### src/rtl/cmp_arbiter.sv
// rtl/cmp_arbiter.sv - round-robin scheduler for one shared 16-bit ripple magnitude comparator
//
// Purpose:
//   Grants NUM_REQ requesters round-robin access to a single external ripple
//   comparator. The granted operands are registered onto cmp_a/cmp_b and held
//   for SETTLE cycles, which treats the ripple chain as a multicycle path. The
//   comparator outputs are then sampled into res_* and the requester gets a
//   one-cycle done pulse.
//
// Ports:
//   clk, rst_n           clock (rising edge), asynchronous active-low reset
//   req[NUM_REQ]         per-requester request level
//   sgn[NUM_REQ]         per-requester signed-compare select
//   op_a, op_b           16 bits per requester; requester i at [16i+15:16i]
//   gnt[NUM_REQ]         one-hot grant, high from issue until the DONE cycle
//   done[NUM_REQ]        one-hot, one-cycle completion pulse
//   res_gt/res_lt/res_eq registered comparison result
//   busy                 high whenever the scheduler is not idle
//   cmp_a, cmp_b         registered comparator operands
//   cmp_*_in             constant cascade inputs (gt=0, lt=0, eq=1)
//   cmp_gt/cmp_lt/cmp_eq comparator outputs, sampled only on the capture edge

module cmp_arbiter #(
  parameter int NUM_REQ = 4,
  parameter int SETTLE  = 2
) (
  input  logic                   clk,
  input  logic                   rst_n,
  input  logic [NUM_REQ-1:0]     req,
  input  logic [NUM_REQ-1:0]     sgn,
  input  logic [16*NUM_REQ-1:0]  op_a,
  input  logic [16*NUM_REQ-1:0]  op_b,
  output logic [NUM_REQ-1:0]     gnt,
  output logic [NUM_REQ-1:0]     done,
  output logic                   res_gt,
  output logic                   res_lt,
  output logic                   res_eq,
  output logic                   busy,
  output logic [15:0]            cmp_a,
  output logic [15:0]            cmp_b,
  output logic                   cmp_gt_in,
  output logic                   cmp_lt_in,
  output logic                   cmp_eq_in,
  input  logic                   cmp_gt,
  input  logic                   cmp_lt,
  input  logic                   cmp_eq
);

  localparam int IDX_W = $clog2(NUM_REQ);
  localparam int CNT_W = 4;

  typedef enum logic [1:0] {
    ST_IDLE = 2'd0,
    ST_WAIT = 2'd1,
    ST_DONE = 2'd2
  } state_t;

  state_t             state_q;
  logic [IDX_W-1:0]   ptr_q;
  logic [IDX_W-1:0]   srv_q;
  logic [CNT_W-1:0]   cnt_q;
  logic [NUM_REQ-1:0] gnt_q;
  logic [NUM_REQ-1:0] done_q;
  logic               res_gt_q;
  logic               res_lt_q;
  logic               res_eq_q;
  logic               busy_q;
  logic [15:0]        cmp_a_q;
  logic [15:0]        cmp_b_q;

  logic [NUM_REQ-1:0] cand;
  logic               arb_valid;
  logic [IDX_W-1:0]   arb_idx;
  logic [IDX_W-1:0]   ptr_d;
  logic [15:0]        cmp_a_d;
  logic [15:0]        cmp_b_d;
  logic               issue;

  // Cascade inputs seed the MSB-first chain as "equal so far".
  assign cmp_gt_in = 1'b0;
  assign cmp_lt_in = 1'b0;
  assign cmp_eq_in = 1'b1;

  // Round-robin search starting at the pointer. In DONE the requester just
  // served is masked, because it may legally keep req high for this cycle.
  always_comb begin : arb_comb
    int pos;
    cand      = req;
    arb_valid = 1'b0;
    arb_idx   = '0;
    pos       = 0;
    if (state_q == ST_DONE) begin
      cand = req & ~(NUM_REQ'(1) << srv_q);
    end
    for (int k = 0; k < NUM_REQ; k++) begin
      pos = int'(ptr_q) + k;
      if (pos >= NUM_REQ) begin
        pos = pos - NUM_REQ;
      end
      if (!arb_valid && cand[IDX_W'(pos)]) begin
        arb_valid = 1'b1;
        arb_idx   = IDX_W'(pos);
      end
    end
  end

  assign ptr_d = (arb_idx == IDX_W'(NUM_REQ - 1)) ? '0 : arb_idx + 1'b1;
  assign issue = arb_valid && ((state_q == ST_IDLE) || (state_q == ST_DONE));

  // Operand mux. Flipping bit 15 maps two's complement onto offset binary,
  // so the unsigned comparator then orders signed values correctly.
  always_comb begin
    cmp_a_d = '0;
    cmp_b_d = '0;
    for (int k = 0; k < NUM_REQ; k++) begin
      if (arb_idx == IDX_W'(k)) begin
        cmp_a_d = op_a[16*k +: 16];
        cmp_b_d = op_b[16*k +: 16];
      end
    end
    if (sgn[arb_idx]) begin
      cmp_a_d[15] = ~cmp_a_d[15];
      cmp_b_d[15] = ~cmp_b_d[15];
    end
  end

  always_ff @(posedge clk or negedge rst_n) begin
    if (!rst_n) begin
      state_q  <= ST_IDLE;
      ptr_q    <= '0;
      srv_q    <= '0;
      cnt_q    <= '0;
      gnt_q    <= '0;
      done_q   <= '0;
      res_gt_q <= 1'b0;
      res_lt_q <= 1'b0;
      res_eq_q <= 1'b0;
      busy_q   <= 1'b0;
      cmp_a_q  <= '0;
      cmp_b_q  <= '0;
    end else begin
      done_q <= '0;

      case (state_q)
        ST_IDLE: begin
          if (arb_valid) begin
            state_q <= ST_WAIT;
            busy_q  <= 1'b1;
          end
        end

        ST_WAIT: begin
          // Comparator outputs are only trusted on this edge; the ripple
          // path has had SETTLE cycles since the operands were registered.
          if (cnt_q == '0) begin
            res_gt_q <= cmp_gt;
            res_lt_q <= cmp_lt;
            res_eq_q <= cmp_eq;
            done_q   <= gnt_q;
            gnt_q    <= '0;
            state_q  <= ST_DONE;
          end else begin
            cnt_q <= cnt_q - 1'b1;
          end
        end

        ST_DONE: begin
          if (arb_valid) begin
            state_q <= ST_WAIT;
          end else begin
            state_q <= ST_IDLE;
            busy_q  <= 1'b0;
          end
        end

        default: begin
          state_q <= ST_IDLE;
          busy_q  <= 1'b0;
          gnt_q   <= '0;
        end
      endcase

      // Issue-edge actions shared by IDLE and DONE.
      if (issue) begin
        gnt_q   <= NUM_REQ'(1) << arb_idx;
        srv_q   <= arb_idx;
        ptr_q   <= ptr_d;
        cnt_q   <= CNT_W'(SETTLE - 1);
        cmp_a_q <= cmp_a_d;
        cmp_b_q <= cmp_b_d;
      end
    end
  end

  assign gnt    = gnt_q;
  assign done   = done_q;
  assign res_gt = res_gt_q;
  assign res_lt = res_lt_q;
  assign res_eq = res_eq_q;
  assign busy   = busy_q;
  assign cmp_a  = cmp_a_q;
  assign cmp_b  = cmp_b_q;

endmodule

### config.mk
export PLATFORM = sky130hd
export DESIGN_NAME = cmp_arbiter
export DESIGN_NICKNAME = d
export VERILOG_FILES = /design/src/rtl/cmp_arbiter.sv
export SDC_FILE = /design/constraint.sdc
export NUM_CORES = 1
export LEC_CHECK = 0
export ABC_AREA = 1
export ABC_CLOCK_PERIOD_IN_PS = 3100
export CAP_MARGIN = 20
export CORE_MARGIN = 2
export CORE_UTILIZATION = 40
export DETAILED_ROUTE_END_ITERATION = 6
export GPL_ROUTABILITY_DRIVEN = 0
export HOLD_SLACK_MARGIN = 0.06
export PLACE_DENSITY = 0.82
export SYNTH_ARGS = -nofsm -noshare
export SYNTH_HDL_FRONTEND = slang
export SYNTH_SLANG_ARGS = --single-unit
export TNS_END_PERCENT = 10
### constraint.sdc
create_clock -name clk -period 3.1 [get_ports clk]
set_input_delay 0.62 -clock clk [delete_from_list [all_inputs] [get_ports clk]]
set_output_delay 0.62 -clock clk [all_outputs]
set_load 0.01 [all_outputs]
==> results.yml, run 1 <==
floorplanning:
  die-area_sq_um: 9470
  core_sq_um: 8590
  rows: 34
  ios: 188
  die_x_microns: 97.3
  initial_core_util_pct: 40.5
  die_height_microns: 97.3
sta:
  setup_viol: 0
  fin_crit_ns: 2.87
  grt_setup_unrepaired: "false"
  min_period_over_period_pct: 92.6
  finalClockSkew_ns: 0.00957
  relSlewSlack_pct: 49.8
  holdWs_ns: 0.353
  max_freq_ghz: 0.348
  hold_viol: 0
  worst_pin_slew_ns: 0.753
  finalMaxSlewViolations: 0
global_routing:
  gr-usage-all-layers_pct: 24.6
  grt_pass1_vias: 4058
  grt_overflow: 0
  antenna_found_initial: 0
  grt_max_degree: 38
  grt_pass1_wl_microns: 19100
clocking:
  cts_setup_buffers: 0
  h-tree-depth: 2
  clk_pin_slew_ns: 0.11
  cts_tree: "built"
  holdBufCountCts: 0
  cts_num_sinks: 54
  cts_buffers: 5
  cts_root_buffer: "clkbuf_8"
  clockBufferDepth: 2
  clock_latency_ns: 0.32
worst_setup_path:
  r2r_slack_ns: 0.28
  worstReg2RegEnd: "cmp_b[7]"
  end_kind: "flip-flop"
  arrival_ns: 3.11
  crit_required_ns: 3.34
  r2r_cells: 15
  start_kind: "input port"
  regToRegStartpoint: "state_q[0]"
  crit_type: "in -> reg"
  worstPathMaxFanout: 8
job:
  cap_violations: 0
power_and_ir_drop:
  comb_power_share_pct: 77.4
  cellLeakagePower_nw: 2.34
  powerDensity_nw_per_um2: 1360
  p_seq_share_pct: 16.8
  switching_power_w: 0.00389
  switching_share_pct: 51.2
  p_clk_share_pct: 5.7
  intPower_w: 0.00370
  ir_drop_mv: 0.708
cells_and_area:
  fin_nets: 786
  n_antenna_cell: 0
  final_cell_mix: "183 x clkdlybuf4s50_1, 99 x nand2_1, 71 x o21ai_0, 53 x dfrtp_1, 42 x nor2_1"
  area_growth_pct: 59.9
  final_common_cell: "clkdlybuf4s50_1"
  final_layout_size_suffix_gt1_share_pct: 9.06
  fin_area_sq_um: 5570
placement:
  post_dp_cell_area_sq_um: 5470
  dp_hpwl_microns: 9170
  io_buffers: 184
logic_synthesis:
  syn-instance-count: 463
  ys_seq_area_share_pct: 38.8
  ys_seq_elements: 54
  ys_warn_count: 0
  ys_types: 32
  synth.avg_cell_area_sq_um: 7.52
  netlist_area_sq_um: 3480
detailed_routing:
  routedWlPerCell_microns: 15.8
  dr.pass1.iters: 5
  wirelength_microns: 11800
  vias: 3986
  drcViolationCount: 0
  drt_iter0_drc: 217
  route.antenna.remaining_nets: 0
  viasPerCell: 5.33
run_status:
  status: "finished, final reports clean"
min_path:
  min_path_type: "in -> async"
[layout make-up]
cell class / count / area (sq um)
timing repair buffer: 203 / 2020
multi-input combinational: 348 / 1860
tap: 108 / 135
clock buffer: 5 / 68.8
clock inverter: 3 / 28.8
fill: 740 / 3020
sequential: 54 / 1350
inverter: 27 / 101
[state kept, by name, summed over array words and instances, names as in the netlist, 2 cells and up]
name,flops
gnt,4
cmp_a,16
ptr_q,2
state_q,2
cnt_q,4
cmp_b,16
done,4
srv_q,2
[worst max-delay path, stage by stage]
cell and delay [ns]:
clkdlybuf4s50_1 0.50, nand3_1 0.14, nand2_1 0.15, nand2_1 0.06
nand2_1 0.08, nand2_2 0.07, nand2_2 0.07, nand2_4 0.06
nand3_4 0.06, inv_1 0.06, ha_1 0.22, inv_1 0.12
buf_4 0.18, nor2_1 0.05, o311ai_0 0.34, o21ai_0 0.16
o21ai_0 0.17
[synthesized netlist by cell type, drive strengths merged]
| library cell | number | share of area (%) |
|---|---|---|
| nand4 | 7 | 1.7 |
| a22oi | 2 | 0.43 |
| nand3 | 27 | 5.1 |
| clkbuf | 21 | 2.3 |
| inv | 26 | 2.8 |
| xor2 | 2 | 1.0 |
| maj3 | 1 | 0.32 |
| o21bai | 1 | 0.22 |
| o311ai | 24 | 6.0 |
| o21ai | 77 | 11 |
| dfrtp | 54 | 39 |
| ha | 6 | 2.2 |
| nand2 | 110 | 13 |
| o22ai | 4 | 0.72 |
| clkinv | 1 | 0.11 |
| conb | 2 | 0.22 |
| buf | 14 | 2.8 |
| nor2 | 43 | 4.8 |
| a21oi | 41 | 5.9 |
[worst max-delay path by stage]
stage / start / end / depth (start not counted)
finish: req[3] / cmp_b[7] / 17
global route: req[0] / cmp_a[8] / 15
CTS: ptr_q[0] / cmp_b[7] / 13
detailed placement: req[3] / cmp_b[7] / 14
global placement: req[0] / cmp_a[1] / 15
floorplan: state_q[0] / cmp_a[0] / 16
[power groups by stage]
stage / sequential (W) / clock, W / combinational [W]
finish: 0.00128 / 0.000436 / 0.00588
CTS: 0.00128 / 0.000452 / 0.00589
floorplan: 0.00133 / 0 / 0.00375
detailed placement: 0.00129 / 0 / 0.00586
global placement: 0.00127 / 0 / 0.00562
global route: 0.00132 / 0.000477 / 0.00656
[cell families (layout without fill, tap and decap cells)]
logic type | Yosys count | after routing | synth area share (%)
other cells | 2 | 3 | 0.216
simple gates | 187 | 187 | 24.9
flops | 54 | 54 | 38.8
xor+xnor | 2 | 2 | 1.04
compound gates | 149 | 149 | 24.7
buf+inv | 62 | 238 | 7.94
fa+ha+maj | 7 | 7 | 2.48
[metal layers]
layer	GRT usage (%)	up-vias	share of wire (%)
li1	-	1937	-
met1	28.0	1877	39
met2	44.8	152	52
met3	6.33	20	6.5
met4	8.12	0	1.9
met5	0	-	0
[metrics by stage]
stage / setup TNS [ns] / cells / total power, W / util, % / setup slack [ns]
floorplan: 0 / 464 / 0.00507 / - / 0.380
global placement: 0 / 740 / 0.00689 / 63.6 / 0.00197
detailed placement: -1.18 / 740 / 0.00715 / 63.6 / -0.130
CTS: 0 / 748 / 0.00762 / 64.7 / 0.157
global route: 0 / 748 / 0.00836 / 64.8 / 0.00427
finish: 0 / 748 / 0.00759 / 64.8 / 0.229
[what timing repair did]
item                                    in CTS  in global routing
resized for setup                            0                  2
hold endpoints to repair                     0                  0
endpoints found under the setup margin       0                 20
(Power assumes the default switching activity.)
==> run 2: changes to the inputs <==
CAP_MARGIN = default   (was 20)
==> results of run 2 <==
No change in the layout: final DEF, timing and power equal those of run 1.
==> run 3: changes to the inputs <==
SETUP_SLACK_MARGIN = 0.05   (was default)
TNS_END_PERCENT = default   (was 10)
==> results.yml, run 3 (synthesis results as in run 1) <==
floorplanning:
  die_x_microns: 97.3
  initial_core_util_pct: 40.5
  die-area_sq_um: 9470
  core_sq_um: 8590
  rows: 34
  die_height_microns: 97.3
  ios: 188
worst_setup_path:
  crit_required_ns: 3.34
  crit_type: "in -> reg"
  cp_top_family: "buffers and inverters"
  arrival_ns: 3.10
  regToRegStartpoint: "state_q[0]"
  worstReg2RegEnd: "cmp_b[7]"
  worstPathMaxFanout: 8
  max_stage_delay_ns: 0.49
  path_cells: "clkdlybuf4s50_1 -> nand3_1 -> nand3_1 -> nand2_4 -> nand2_2 -> nand3_2 -> nand3_4 -> inv_1 -> ha_1 -> inv_1 -> buf_4 -> nor2_1 -> o311ai_0 -> o21ai_0 -> o21ai_0"
  cp_num_buf_inv: 4
  cpMaxStageDelayCell: "clkdlybuf4s50_1"
  r2r_slack_ns: 0.30
  start_kind: "input port"
  r2r_cells: 15
  worstSetupPathDepth: 15
  end_kind: "flip-flop"
cells_and_area:
  final_cell_mix: "183 x clkdlybuf4s50_1, 99 x nand2_1, 71 x o21ai_0, 53 x dfrtp_1, 42 x nor2_1"
  fin_nets: 786
  final_layout_size_suffix_gt1_share_pct: 9.06
  nFillCells: 740
  final_common_cell: "clkdlybuf4s50_1"
  multiInputGateArea_sq_um: 1860
  area_growth_pct: 59.9
  n_antenna_cell: 0
  fin_area_sq_um: 5570
  seqCellArea_sq_um: 1350
clocking:
  cts_repair_resize_count: 0
  cts_setup_buffers: 0
  clock_latency_ns: 0.32
  cts_tree: "built"
  clk_pin_slew_ns: 0.11
  cts_root_buffer: "clkbuf_8"
  cts_buffers: 5
  h-tree-depth: 2
  holdBufCountCts: 0
  cts_num_sinks: 54
  clockBufferDepth: 2
min_path:
  min_path_type: "in -> async"
placement:
  post_dp_cell_area_sq_um: 5470
  dp_hpwl_microns: 9170
  post-place-ws_ns: -0.130
  io_buffers: 184
sta:
  finalMaxSlewViolations: 0
  fin_crit_ns: 2.85
  setup_viol: 0
  max_freq_ghz: 0.350
  grt_setup_unrepaired: "true"
  worst_pin_slew_ns: 0.775
  relSlewSlack_pct: 48.3
  finalClockSkew_ns: 0.00823
  layout_setup_ws_ns: 0.246
  min_period_over_period_pct: 92.1
  tns_ns: 0
  holdWs_ns: 0.361
  hold_viol: 0
detailed_routing:
  viasPerCell: 5.36
  dr.pass1.iters: 5
  met2WireLength_microns: 6120
  drt-met1-wl_microns: 4670
  route.antenna.remaining_nets: 0
  routedWlPerCell_microns: 15.9
  dr_wl_met3_microns: 831
  wirelength_microns: 11900
  vias: 4006
  drt_iter0_drc: 216
  drcViolationCount: 0
  top_layer: "met4"
global_routing:
  grt_overflow: 0
  grt_pass1_vias: 4058
  grt_pass1_wl_microns: 19100
  antenna_found_initial: 0
  grt_max_degree: 38
  gr-usage-all-layers_pct: 24.6
run_status:
  status: "finished, final reports clean"
power_and_ir_drop:
  powerDensity_nw_per_um2: 1370
  ir_drop_mv: 0.713
  p_total_w: 0.00764
  cellLeakagePower_nw: 2.34
job:
  cap_violations: 0
## run 3: final cells by class
cell class              count  share of cell area [%]
inverters                  27                    1.82
clock inverters             3                   0.517
well taps                 108                    2.43
repair buffers            203                    36.3
multi-input cells         348                    33.4
flip-flops and latches     54                    24.3
clock buffers               5                    1.24
## run 3: power by group
group          internal (W)  switching [W]  total (W)
registers           0.00105       0.000227    0.00128
clock network      0.000170       0.000267   0.000437
logic               0.00250        0.00342    0.00592
## run 3: worst max path at each step
stage	from	to	slack, ns
2_1_floorplan	state_q[0]	cmp_a[0]	0.38
3_3_place_gp	req[0]	cmp_a[1]	0.002
3_5_place_dp	req[3]	cmp_b[7]	-0.13
4_1_cts	ptr_q[0]	cmp_b[7]	0.16
5_1_grt	req[0]	cmp_b[7]	0.01
6_report	req[3]	cmp_b[7]	0.25
## run 3: per-layer routing
layer  GRT usage, %  up-vias
met4           8.12        0
met3           6.33       25
li1               -     1939
met1           28.0     1889
met2           44.8      153
met5              0        -
## run 3: through the flow
step	utilization, %	cells
after global placement	63.6	740
after CTS	64.7	748
after global routing	64.8	748
after floorplan	-	464
after detailed placement	63.6	740
final	64.8	748
